**config.mk**
```make
export PLATFORM = sky130hd
export DESIGN_NAME = list_walk_accumulator
export DESIGN_NICKNAME = d
export VERILOG_FILES = /design/src/rtl/list_walk_accumulator.sv
export SDC_FILE = /design/constraint.sdc
export NUM_CORES = 1
export LEC_CHECK = 0
export ABC_AREA = 1
export CORE_MARGIN = 2
export CORE_UTILIZATION = 60
export CTS_CLUSTER_SIZE = 20
export DETAILED_ROUTE_END_ITERATION = 6
export PLACE_DENSITY = 0.89
export RECOVER_POWER = 50
export SYNTH_ARGS = -nofsm -noshare
export SYNTH_HDL_FRONTEND = slang
export SYNTH_SLANG_ARGS = --single-unit
export TNS_END_PERCENT = 10
```
**constraint.sdc**
```tcl
create_clock -name clk -period 3.1 [get_ports clk]
set_input_delay 0.31 -clock clk [delete_from_list [all_inputs] [get_ports clk]]
set_output_delay 0.31 -clock clk [all_outputs]
set_load 0.02 [all_outputs]
```
**src/rtl/list_walk_accumulator.sv**
```systemverilog
// Walks a linked list in an external synchronous RAM (node = {next, data} at p, p+1)
// and reduces the payloads by sum, count, max or min.
module list_walk_accumulator #(
    parameter int ADDR_W    = 8,
    parameter int DATA_W    = 8,
    parameter int SUM_W     = 16,
    parameter int MAX_NODES = 255
) (
    input  logic              clk,
    input  logic              rst,
    input  logic              start,
    input  logic [ADDR_W-1:0] head,
    input  logic [1:0]        mode,
    output logic              busy,
    output logic              done,
    output logic [SUM_W-1:0]  result,
    output logic [15:0]       node_count,
    output logic              overflow,
    output logic              error,
    output logic              mem_rd,
    output logic [ADDR_W-1:0] mem_addr,
    input  logic [DATA_W-1:0] mem_rdata
);

    localparam logic [2:0] S_IDLE     = 3'd0;
    localparam logic [2:0] S_REQ_DATA = 3'd1;
    localparam logic [2:0] S_REQ_NEXT = 3'd2;
    localparam logic [2:0] S_CHECK    = 3'd3;
    localparam logic [2:0] S_DONE     = 3'd4;

    localparam logic [1:0] M_SUM   = 2'd0;
    localparam logic [1:0] M_COUNT = 2'd1;
    localparam logic [1:0] M_MAX   = 2'd2;
    localparam logic [1:0] M_MIN   = 2'd3;

    localparam logic [ADDR_W-1:0] NULL_PTR = '1;
    localparam logic [15:0]       MAX_CNT  = 16'(MAX_NODES);
    localparam logic [DATA_W-1:0] DATA_ONES = '1;
    localparam logic [SUM_W-1:0]  MIN_INIT = SUM_W'(DATA_ONES);

    logic [2:0]        state;
    logic [ADDR_W-1:0] ptr;
    logic [1:0]        run_mode;
    logic [SUM_W-1:0]  acc;
    logic [15:0]       cnt;
    logic              ovf;

    logic [SUM_W-1:0]  data_ext;
    logic [SUM_W:0]    sum_full;
    logic [SUM_W-1:0]  acc_upd;
    logic [SUM_W-1:0]  acc_init;
    logic [ADDR_W-1:0] nxt;
    logic              sum_carry;

    assign data_ext  = SUM_W'(mem_rdata);
    assign sum_full  = {1'b0, acc} + {1'b0, data_ext};
    assign sum_carry = sum_full[SUM_W];
    assign nxt       = mem_rdata[ADDR_W-1:0];
    assign acc_init  = (mode == M_MIN) ? MIN_INIT : '0;

    // Saturate on carry; once all-ones, further adds keep it there.
    always_comb begin
        acc_upd = acc;
        case (run_mode)
            M_SUM:   acc_upd = sum_carry ? '1 : sum_full[SUM_W-1:0];
            M_COUNT: acc_upd = SUM_W'(cnt + 16'd1);
            M_MAX:   acc_upd = (data_ext > acc) ? data_ext : acc;
            M_MIN:   acc_upd = (data_ext < acc) ? data_ext : acc;
            default: acc_upd = acc;
        endcase
    end

    always_ff @(posedge clk) begin
        if (rst) begin
            state      <= S_IDLE;
            ptr        <= '0;
            run_mode   <= M_SUM;
            acc        <= '0;
            cnt        <= '0;
            ovf        <= 1'b0;
            result     <= '0;
            node_count <= '0;
            overflow   <= 1'b0;
            error      <= 1'b0;
        end else begin
            case (state)
                S_IDLE: begin
                    if (start) begin
                        ptr        <= head;
                        run_mode   <= mode;
                        acc        <= acc_init;
                        cnt        <= '0;
                        ovf        <= 1'b0;
                        node_count <= '0;
                        overflow   <= 1'b0;
                        error      <= 1'b0;
                        if (head == NULL_PTR) begin
                            result <= acc_init;
                            state  <= S_DONE;
                        end else begin
                            state  <= S_REQ_DATA;
                        end
                    end
                end
                S_REQ_DATA: state <= S_REQ_NEXT;
                S_REQ_NEXT: begin
                    acc   <= acc_upd;
                    cnt   <= cnt + 16'd1;
                    if (run_mode == M_SUM && sum_carry)
                        ovf <= 1'b1;
                    state <= S_CHECK;
                end
                S_CHECK: begin
                    // End of list wins over the loop guard on the last allowed node.
                    if (nxt == NULL_PTR || cnt == MAX_CNT) begin
                        result     <= acc;
                        node_count <= cnt;
                        overflow   <= ovf;
                        error      <= (nxt != NULL_PTR);
                        state      <= S_DONE;
                    end else begin
                        ptr   <= nxt;
                        state <= S_REQ_DATA;
                    end
                end
                S_DONE:  state <= S_IDLE;
                default: state <= S_IDLE;
            endcase
        end
    end

    always_comb begin
        busy     = (state == S_REQ_DATA) || (state == S_REQ_NEXT) || (state == S_CHECK);
        done     = (state == S_DONE);
        mem_rd   = (state == S_REQ_DATA) || (state == S_REQ_NEXT);
        mem_addr = '0;
        if (state == S_REQ_DATA)
            mem_addr = ptr + 1'b1;
        else if (state == S_REQ_NEXT)
            mem_addr = ptr;
    end

endmodule
```
### Word-level counts from Yosys, hierarchy flattened

Cells that the tools add are included.
W data, S select, Z words.

* input port bits: 21
* memory bits (read-only): 0
* memories kept: 0
* bits in writable memories: 0
* output and inout port bits: 45
* latch bits: 0
* flip-flop bits (word level): 80
* word-level logic and storage cells: 80

* bitwise logic cells: 0
* reductions and logical operators: 15
* $add $sub $neg: 3
* equality and inequality tests: 19
* multiplexer cells: 31
* shift-type cells: 0
* divide/modulo/power cells: 0
* multipliers: 0
* order comparisons: 2

Operator list (count)
* $mux W16: 9
* $pmux W16 S2: 4
* $pmux W16 S4: 1
* $mux W8: 5
* $add A16 B8 Y17: 1
* $add A16 B1 Y16 const B: 1
* $eq A16 B8 Y1 const B: 1
* $eq A8 B8 Y1 const B: 2
* $gt A8 B16 Y1: 1
* $lt A8 B16 Y1: 1
* $pmux W8 S2: 1
* $pmux W3 S4: 1
* $ne A2 B2 Y1 const B: 5
* $mux W3: 3
* $reduce_and A3 Y1: 3
* $add A8 B1 Y8 const B: 1
* $ne A8 B8 Y1 const B: 1
* $reduce_and A4 Y1: 2
* $eq A2 B2 Y1 const B: 3
* $eq A3 B2 Y1 const B: 2
* $ne A3 B3 Y1 const B: 2
* $pmux W1 S2: 3
* $mux W1: 4
* $reduce_and A2 Y1: 2
* other kinds (8): 11

### Longest topological paths before layout

Gate-level depths: netlist (run 1).

* depth after elaboration: 5
* mapped depth: 17
* gate-level depth less buffers: 17

### Least setup slack after synthesis (run 1)

OpenSTA, ideal clock, no wires.

* kind: register to register
* from: register acc[0]
* to: register acc[7]
* buffers on the path: 0
* arrival: 1745 ps
* setup time: 128 ps
* setup slack: 1227 ps
* stages on the path, launching flop included: 14
* cell sequence: dfxtp_1 ha_1 fa_1 nand2_1 nand2_1 and2_1 nand2_1 nand2_1 nand3_1 inv_1 nor2_1 nor2_1 nor2_1 nor2_1

* cells in the longest elaborated chain, start to end: 4
* elaborated cells between the ends (all ways): 9
* classes of those cells: 1 x add/sub; 2 x order compare; 2 x eq/ne; 3 x mux; 1 x reduce/logical

Ends and longest elaborated chain
* from (decl): RTL line 44 `logic [SUM_W-1:0] acc;`
* from (signal assigned): RTL line 91 `acc <= acc_init;`
* from (signal assigned): RTL line 107 `acc <= acc_upd;`
* $add A16 B8 Y17: RTL line 56 `assign sum_full = {1'b0, acc} + {1'b0, data_ext};`
* $mux W16: RTL line 65 `M_SUM: acc_upd = sum_carry ? '1 : sum_full[SUM_W-1:0];`
* $pmux W16 S4: RTL line 64 `case (run_mode)`
* $pmux W16 S2: RTL line 86 `case (state)`

Parallel ways exist; a longest one is shown, timed or not.
A chain may end at the register's enable or synchronous reset.

### Worst setup path in the final report (run 1)

* from: register state[0]
* to: output port mem_addr[0]

* cells in the longest elaborated chain, start to end: 3
* elaborated cells between the ends (all ways): 4
* classes of those cells: 2 x eq/ne; 2 x mux

Ends and longest elaborated chain
* from (decl): RTL line 41 `logic [2:0] state;`
* from (signal assigned): RTL line 75 `state <= S_IDLE;`
* from (signal assigned): RTL line 99 `state <= S_DONE;`
* from (signal assigned): RTL line 101 `state <= S_REQ_DATA;`
* $eq A3 B2 Y1: RTL line 139 `else if (state == S_REQ_NEXT)`
* $mux W8: RTL line 139
* $mux W8 *: RTL line 137 `if (state == S_REQ_DATA)`
* to (decl): RTL line 21 `output logic [ADDR_W-1:0] mem_addr,`

Mark *: on every way between the ends. The rest lies on a longest branch, timed or not.

==> report_table.html, run 1 <==
<table>
<tr><th>Metric</th><th>Value</th></tr>
<tr><th colspan="2">Clocking</th></tr>
<tr><td>TritonCTS buffer count</td><td>9</td></tr>
<tr><td>Insertion delay of the later-clocked pin in the worst-skew pair</td><td>360 ps</td></tr>
<tr><td>Post-CTS Resized</td><td>0</td></tr>
<tr><td>Num Clock Sinks</td><td>80</td></tr>
<tr><td>TritonCTS clock tree</td><td>built</td></tr>
<tr><td>Total setup buffers inserted after CTS</td><td>0</td></tr>
<tr><td>Library cell used as clock root buffer</td><td>clkbuf_8</td></tr>
<tr><td>Buffer levels on the longest clock path</td><td>2</td></tr>
<tr><td># hold bufs at CTS</td><td>0</td></tr>
<tr><td>Clock-pin slew on the worst setup and hold paths</td><td>90 ps</td></tr>
<tr><td>H-Tree Level Count</td><td>3</td></tr>
<tr><th colspan="2">Detailed routing</th></tr>
<tr><td>Average wire length per cell after detail routing</td><td>15.3 um</td></tr>
<tr><td>Vias</td><td>5,633</td></tr>
<tr><td>Post-detailed-routing wire length</td><td>14,800 um</td></tr>
<tr><td>Post-detailed-route via-to-cell ratio</td><td>5.85</td></tr>
<tr><td>First-pass iteration count of the detailed router</td><td>6</td></tr>
<tr><td>Number of DRC violations after detailed-routing iteration 0</td><td>432</td></tr>
<tr><td>Antenna violation net count after detailed routing</td><td>0</td></tr>
<tr><td># DRC</td><td>0</td></tr>
<tr><th colspan="2">STA</th></tr>
<tr><td>Skew final</td><td>13.4 ps</td></tr>
<tr><td>Setup-violating endpoint count in the final report</td><td>0</td></tr>
<tr><td>Worst relative slew slack</td><td>31.9%</td></tr>
<tr><td>Final clock period utilization by the worst path</td><td>90.8%</td></tr>
<tr><td>Unrepaired setup endpoints after global routing</td><td>false</td></tr>
<tr><td>Least-Margin Pin Slew</td><td>1020 ps</td></tr>
<tr><td>Hold violation count in the final report</td><td>0</td></tr>
<tr><td>Highest attainable clock frequency</td><td>0.355 GHz</td></tr>
<tr><td>Minimum clock period after layout</td><td>2810 ps</td></tr>
<tr><td>Final slew viol count</td><td>0</td></tr>
<tr><td>Setup TNS</td><td>0 ps</td></tr>
<tr><th colspan="2">Critical path</th></tr>
<tr><td>Cell with the biggest individual delay on the critical path</td><td>clkdlybuf4s50_1</td></tr>
<tr><td>Startpoint type of the worst setup path</td><td>flip-flop</td></tr>
<tr><td>R2R setup slack</td><td>350 ps</td></tr>
<tr><td>Crit Reg-Reg Startpoint</td><td>cnt[0]</td></tr>
<tr><td>Total buffers and inverters traversed by the critical path</td><td>3</td></tr>
<tr><td>Setup crit start</td><td>state[0]</td></tr>
<tr><td>Maximum fanout count along the critical path</td><td>7</td></tr>
<tr><td>Critical path capture point type</td><td>output pin</td></tr>
<tr><td>Cell family contributing the most delay on the critical path</td><td>buffers and inverters</td></tr>
<tr><td>Required @ worst endpoint</td><td>2790 ps</td></tr>
<tr><td>Cell-by-cell trace of the critical path</td><td>inv_1 &gt; nor3_1 &gt; inv_1 &gt; o21ai_0 &gt; clkdlybuf4s50_1</td></tr>
<tr><td>Delay of the slowest critical-path stage</td><td>630 ps</td></tr>
<tr><td>Cell seen most often among critical-path stages</td><td>inv_1</td></tr>
<tr><td>WS Path Type</td><td>reg -&gt; out</td></tr>
<tr><td>Critical path arrival</td><td>2500 ps</td></tr>
<tr><td>Worst R2R End</td><td>result[6]</td></tr>
<tr><td>Register-to-Register Path Depth</td><td>12</td></tr>
<tr><th colspan="2">GRT</th></tr>
<tr><td>Total grt overflow</td><td>0</td></tr>
<tr><td>First-pass GRT wire length</td><td>23,500 um</td></tr>
<tr><td>Global-route total usage across every layer</td><td>32.6%</td></tr>
<tr><td>Pin count of the biggest net entering global routing</td><td>42</td></tr>
<tr><td>Number of antenna violations at the first check in global routing</td><td>0</td></tr>
<tr><td>Number of global-route vias before repair</td><td>5,079</td></tr>
<tr><th colspan="2">Cells and area</th></tr>
<tr><td>Relative area change from synthesis to final layout</td><td>16.5%</td></tr>
<tr><td>Layout fillers</td><td>695</td></tr>
<tr><td>Fraction of layout instances using a drive strength above 1</td><td>5.59%</td></tr>
<tr><td>Core utilization of the finished layout</td><td>72.3%</td></tr>
<tr><td>Final Net Count</td><td>893</td></tr>
<tr><td>Antenna Diode Count</td><td>0</td></tr>
<tr><th colspan="2">Pwr</th></tr>
<tr><td>Total power density per cell area</td><td>530 nW/um^2</td></tr>
<tr><td>Leakage power of the design</td><td>0.00263 uW</td></tr>
<tr><td>Peak supply drop</td><td>0.231 mV</td></tr>
<tr><th colspan="2">Placed design</th></tr>
<tr><td>Final GP Congestion</td><td>1.03</td></tr>
<tr><td>Number of buffers inserted by port buffering</td><td>65</td></tr>
<tr><td>HPWL after detailed placement</td><td>11,000 um</td></tr>
<tr><th colspan="2">Yosys</th></tr>
<tr><td>Ys async rst share</td><td>0%</td></tr>
<tr><td>Post-synth EDFFs</td><td>0</td></tr>
<tr><td>Number of synthesis warnings</td><td>0</td></tr>
<tr><td>Number of register bits inferred by synthesis</td><td>80</td></tr>
<tr><td>Number of cells produced by synthesis</td><td>804</td></tr>
<tr><td>Mapped Avg Cell Area</td><td>6.35 um^2</td></tr>
<tr><td>Number of distinct library cells after synthesis</td><td>42</td></tr>
<tr><td>Register area share after synthesis</td><td>31.4%</td></tr>
<tr><td>Netlist area before placement</td><td>5100 um^2</td></tr>
<tr><td>Post-synthesis net count</td><td>844</td></tr>
<tr><td>Main synth FF type</td><td>dfxtp_1</td></tr>
<tr><th colspan="2">Hold path</th></tr>
<tr><td>Hold-critical path depth</td><td>2</td></tr>
<tr><td>Worst min-delay path endpoint</td><td>result[13]</td></tr>
<tr><td>Source of the worst hold timing path</td><td>result[13]</td></tr>
<tr><td>Kind of path behind the tightest hold check</td><td>reg -&gt; reg</td></tr>
<tr><th colspan="2">Flow run</th></tr>
<tr><td>Max-cap check violation count</td><td>0</td></tr>
<tr><th colspan="2">Status</th></tr>
<tr><td>Result of the run</td><td>finished, final reports clean</td></tr>
<tr><th colspan="2">Floorplanning</th></tr>
<tr><td>Vertical die dimension</td><td>96.2 um</td></tr>
<tr><td>Row cnt</td><td>33</td></tr>
<tr><td>Area of the die</td><td>9260 um^2</td></tr>
<tr><td>Starting density of the core</td><td>62.1%</td></tr>
<tr><td>Core Footprint</td><td>8220 um^2</td></tr>
<tr><td>Die W</td><td>96.2 um</td></tr>
<tr><td>Number of I/O pins</td><td>66</td></tr>
</table>
==> synth_stat cells (2+ instances only) <==
cell	number	area, um^2
nor2_4	2	22.5
inv_1	99	372
nand4_1	20	125
ha_1	18	225
or2_2	9	56.3
dfxtp_1	80	1600
nor3_1	9	45.0
o22ai_1	3	18.8
nand3_1	83	415
xor2_1	5	43.8
inv_2	6	22.5
buf_2	6	30.0
nor3_4	2	32.5
clkbuf_1	21	78.8
nand3b_1	3	22.5
a21oi_1	83	415
nand2_1	184	691
nand2_2	6	37.5
o21bai_1	3	22.5
buf_6	2	22.5
o21ai_0	58	290
nor2_1	82	308
==> cell families after synthesis <==
group,share of synthesized area [%]
AOI/OAI and AO/OA,16.1
xor gates and xnor gates,0.858
adders and majority gates,4.81
buffers and inverters,10.8
DFF,31.4
and+or+nand+nor,36.0
==> cells in the final DEF, fill, tap and decap left out, drive strengths merged <==
cell           synthesis  final
dfxtp                 80     80
o21bai                 3      3
nand3                 84     84
a21oi                 84     84
a32o                   1      1
o211a                  1      1
o22ai                  3      3
clkbuf                21     10
nor4                   2      2
o21ai                 58     58
clkinvlp               0      2
a31oi                  1      1
a21o                   1      1
nand4                 20     20
a22o                   1      1
buf                   10      4
a22oi                  1      1
and2                   1      1
nand3b                 3      3
a31o                   1      1
clkdlybuf4s50          0     28
fa                     1      1
nand2                192    192
inv                  105    108
nor2                  85     85
ha                    18     18
o211ai                 1      1
bufinv                 0      1
nor3                  12     12
or2                    9      9
dlygate4sd3            0     37
xor2                   5      5
==> final cells by class <==
cell class                      count  area, um^2  area share [%]
Clock inverter                      6        73.8            1.24
Clock buffer                       10         138            2.32
Inverter                          105         394            6.63
Tap cell                          105         131            2.21
Timing Repair Buffer               69         681            11.5
Sequential cell                    80        1600            26.9
Multi-Input combinational cell    588        2920            49.2
==> tightest hold or removal path, cell delays in order (launching register included) <==
cell and delay (ps):
dfxtp_1 320, nand2_1 60, a21oi_1 50
==> state kept, by name (all words and copies together) (netlist names) <==
signal	count
state	3
node_count	16
acc	16
run_mode	2
ptr	8
overflow	1
ovf	1
cnt	16
result	16
error	1
==> how the worst max path moves through the flow <==
stage / to / depth (start not counted)
final: mem_addr[0] / 5
after global routing: mem_addr[0] / 5
after CTS: mem_addr[0] / 5
after detailed placement: acc[7] / 13
after global placement: acc[15] / 12
after floorplan: acc[7] / 13
==> metrics by stage <==
stage / hold WS (ps) / area [um^2] / power, uW / setup WS, ps / cells
final: 460 / 5940 / 3150 / 285 / 963
after global routing: 495 / 5940 / 3300 / 121 / 963
after CTS: 466 / 5970 / 3160 / 301 / 963
after detailed placement: 454 / 5760 / 2330 / 434 / 947
after global placement: 449 / 5760 / 2300 / 519 / 947
after floorplan: 453 / 5100 / 1980 / 1230 / 804
==> metal layers <==
metal	track usage (%)	routed length, um	vias to the layer above	part of all wire [%]
li1	-	-	2726	-
met1	41.3	6170	2590	42
met2	54.1	7010	264	47
met3	6.26	1130	53	7.6
met4	13.7	468	0	3.2
met5	0	0	-	0
==> report_power, final <==
group          internal (uW)  switching (uW)  leakage, uW
Clock                    406             435     0.000101
Sequential              1140            83.6     0.000653
Combinational            371             717      0.00188
Total                   1910            1240      0.00263
Note: power is estimated with default switching activity, not from simulation.
==> inputs of run 2 (changes only) <==
Settings changed: CORE_UTILIZATION 60 to 30, PLACE_DENSITY 0.89 to 0.52.
==> report_table.html, run 2 (synthesis gave the netlist of run 1 again) <==
<table>
<tr><th>Metric</th><th>Value</th></tr>
<tr><th colspan="2">GRT</th></tr>
<tr><td>Number of global-route vias before repair</td><td>4,867</td></tr>
<tr><td>Global-route total usage across every layer</td><td>17.9%</td></tr>
<tr><td>Total grt overflow</td><td>0</td></tr>
<tr><td>First-pass GRT wire length</td><td>25,700 um</td></tr>
<tr><td>Number of antenna violations at the first check in global routing</td><td>0</td></tr>
<tr><td>Pin count of the biggest net entering global routing</td><td>42</td></tr>
<tr><th colspan="2">Floorplanning</th></tr>
<tr><td>Row cnt</td><td>47</td></tr>
<tr><td>Die W</td><td>134 um</td></tr>
<tr><td>Number of I/O pins</td><td>66</td></tr>
<tr><td>Starting density of the core</td><td>30.8%</td></tr>
<tr><td>Vertical die dimension</td><td>134 um</td></tr>
<tr><td>Area of the die</td><td>18,100 um^2</td></tr>
<tr><td>Core Footprint</td><td>16,600 um^2</td></tr>
<tr><th colspan="2">Detailed routing</th></tr>
<tr><td>Average wire length per cell after detail routing</td><td>14.5 um</td></tr>
<tr><td>First-pass iteration count of the detailed router</td><td>4</td></tr>
<tr><td>Routed metal-1 wirelength</td><td>7410 um</td></tr>
<tr><td>Antenna violation net count after detailed routing</td><td>0</td></tr>
<tr><td>Uppermost layer routed</td><td>met4</td></tr>
<tr><td>Met2 WL post-DR</td><td>7060 um</td></tr>
<tr><td># DRC</td><td>0</td></tr>
<tr><td>Post-detailed-route via-to-cell ratio</td><td>4.79</td></tr>
<tr><td>Length of routed met3 wiring</td><td>736 um</td></tr>
<tr><td>Vias</td><td>5,178</td></tr>
<tr><td>Number of DRC violations after detailed-routing iteration 0</td><td>344</td></tr>
<tr><td>Post-detailed-routing wire length</td><td>15,600 um</td></tr>
<tr><th colspan="2">STA</th></tr>
<tr><td>Minimum clock period after layout</td><td>2580 ps</td></tr>
<tr><td>Setup TNS</td><td>0 ps</td></tr>
<tr><td>Fin Hold WS</td><td>458 ps</td></tr>
<tr><td>Hold violation count in the final report</td><td>0</td></tr>
<tr><td>Highest attainable clock frequency</td><td>0.388 GHz</td></tr>
<tr><td>Skew final</td><td>8.37 ps</td></tr>
<tr><td>Unrepaired setup endpoints after global routing</td><td>false</td></tr>
<tr><td>Final slew viol count</td><td>0</td></tr>
<tr><td>Worst relative slew slack</td><td>62.2%</td></tr>
<tr><td>Setup-violating endpoint count in the final report</td><td>0</td></tr>
<tr><td>Final clock period utilization by the worst path</td><td>83.1%</td></tr>
<tr><td>Post-route worst setup slack</td><td>523 ps</td></tr>
<tr><td>Least-Margin Pin Slew</td><td>566 ps</td></tr>
<tr><th colspan="2">Hold path</th></tr>
<tr><td>Kind of path behind the tightest hold check</td><td>reg -&gt; reg</td></tr>
<tr><th colspan="2">Placed design</th></tr>
<tr><td>Number of buffers inserted by port buffering</td><td>65</td></tr>
<tr><td>HPWL after detailed placement</td><td>12,000 um</td></tr>
<tr><td>Final GP Congestion</td><td>0.927</td></tr>
<tr><td>Placement Setup Slack</td><td>425 ps</td></tr>
<tr><th colspan="2">Critical path</th></tr>
<tr><td>Required @ worst endpoint</td><td>3330 ps</td></tr>
<tr><td>Cell seen most often among critical-path stages</td><td>nor2_1</td></tr>
<tr><td>WS Path Type</td><td>reg -&gt; reg</td></tr>
<tr><td>Startpoint type of the worst setup path</td><td>flip-flop</td></tr>
<tr><td>Total buffers and inverters traversed by the critical path</td><td>1</td></tr>
<tr><td>Critical path arrival</td><td>2810 ps</td></tr>
<tr><td>Delay of the slowest critical-path stage</td><td>430 ps</td></tr>
<tr><td>Maximum fanout count along the critical path</td><td>18</td></tr>
<tr><td>Cell with the biggest individual delay on the critical path</td><td>dfxtp_1</td></tr>
<tr><td>Cell family contributing the most delay on the critical path</td><td>simple AND/OR/NAND/NOR gates</td></tr>
<tr><td>Critical path capture point type</td><td>flip-flop</td></tr>
<tr><td>Cell-by-cell trace of the critical path</td><td>ha_1 &gt; nand2_1 &gt; nor2_1 &gt; inv_2 &gt; nor2_1 &gt; nand3_1 &gt; nand2_1 &gt; nand2_2 &gt; nand2_4 &gt; nand3_1 &gt; a21oi_1 &gt; nor2_1</td></tr>
<tr><th colspan="2">Clocking</th></tr>
<tr><td>Library cell used as clock root buffer</td><td>clkbuf_16</td></tr>
<tr><td># hold bufs at CTS</td><td>0</td></tr>
<tr><td>TritonCTS clock tree</td><td>built</td></tr>
<tr><td>Num Clock Sinks</td><td>80</td></tr>
<tr><td>TritonCTS buffer count</td><td>9</td></tr>
<tr><td>Clock-pin slew on the worst setup and hold paths</td><td>60 ps</td></tr>
<tr><td>Post-CTS Resized</td><td>0</td></tr>
<tr><td>Buffer levels on the longest clock path</td><td>2</td></tr>
<tr><td>Total setup buffers inserted after CTS</td><td>0</td></tr>
<tr><td>H-Tree Level Count</td><td>3</td></tr>
<tr><td>Insertion delay of the later-clocked pin in the worst-skew pair</td><td>340 ps</td></tr>
<tr><th colspan="2">Pwr</th></tr>
<tr><td>Peak supply drop</td><td>0.295 mV</td></tr>
<tr><td>Power dissipated by switching net loads</td><td>1260 uW</td></tr>
<tr><td>Leakage power of the design</td><td>0.00272 uW</td></tr>
<tr><td>Reg power frac</td><td>34.6%</td></tr>
<tr><td>Power share of the combinational group</td><td>31.0%</td></tr>
<tr><td>Total power density per cell area</td><td>564 nW/um^2</td></tr>
<tr><td>Proportion of total power due to net switching</td><td>35.8%</td></tr>
<tr><td>Share of total power in the clock network</td><td>34.4%</td></tr>
<tr><td>Internal cell power</td><td>2260 uW</td></tr>
<tr><th colspan="2">Cells and area</th></tr>
<tr><td>Leading cell types in the layout, fill and taps excluded</td><td>186 x nand2_1, 99 x inv_1, 85 x nor2_1</td></tr>
<tr><td>Fraction of layout instances using a drive strength above 1</td><td>5.92%</td></tr>
<tr><td>Antenna Diode Count</td><td>0</td></tr>
<tr><td>Final Net Count</td><td>897</td></tr>
<tr><td>Most common library cell in the layout ignoring fill and taps</td><td>nand2_1</td></tr>
<tr><td>Layout fillers</td><td>1,848</td></tr>
<tr><td>Relative area change from synthesis to final layout</td><td>22.3%</td></tr>
<tr><th colspan="2">Flow run</th></tr>
<tr><td>Max-cap check violation count</td><td>0</td></tr>
<tr><th colspan="2">Status</th></tr>
<tr><td>Result of the run</td><td>finished, final reports clean</td></tr>
</table>
==> run 2: cell count changes in the layout (fill, tap and decap cells not counted), sizes merged <==
cell	before	now
buf	4	8
bufinv	1	2
clkdlybuf4s50	28	29
clkinv	0	1
clkinvlp	2	0
dlygate4sd3	37	36
==> run 2: final timing paths <==
kind         startpoint         to  slack (ps)  cells after the start
max reg2reg      cnt[0]  result[7]         520                     12
max              cnt[0]  result[7]         520                     12
min           result[8]  result[8]         460                      2
min reg2reg   result[8]  result[8]         460                      2
==> run 2: layout make-up <==
class | count | area [um^2] | share of cell area (%)
Sequential cell | 80 | 1600 | 25.7
Clock inverter | 6 | 97.6 | 1.56
Inverter | 105 | 394 | 6.32
Multi-Input combinational cell | 588 | 2920 | 46.8
Clock buffer | 10 | 239 | 3.83
Tap cell | 220 | 275 | 4.41
Timing Repair Buffer | 73 | 711 | 11.4
==> run 2: worst min-delay path, stage by stage (launching register included) <==
cell     delay (ps)
dfxtp_1         300
nand2_1          60
a21oi_1          50
==> run 2: stage by stage <==
step                utilization [%]  std cells  area [um^2]  total power (uW)
global route                   37.6       1082         6240              3740
detailed placement             35.8       1066         5930              2370
floorplan                         -        804         5100              1980
CTS                            37.8       1082         6270              3590
finish                         37.6       1082         6240              3520
global placement               35.8       1066         5930              2370
==> run 2: power groups by stage <==
| stage | Combinational [uW] | Sequential, uW | Clock (uW) |
|---|---|---|---|
| 2_1_floorplan | 691 | 1290 | 0 |
| 3_3_place_gp | 1120 | 1240 | 0 |
| 3_5_place_dp | 1120 | 1240 | 0 |
| 4_1_cts | 1130 | 1220 | 1240 |
| 5_1_grt | 1230 | 1230 | 1280 |
| 6_report | 1090 | 1220 | 1210 |
==> run 2: per-layer routing <==
layer / vias up / track usage (%)
met5: - / 0
met1: 2305 / 24.2
met4: 0 / 6.67
met3: 26 / 3.06
met2: 108 / 28.5
li1: 2739 / -
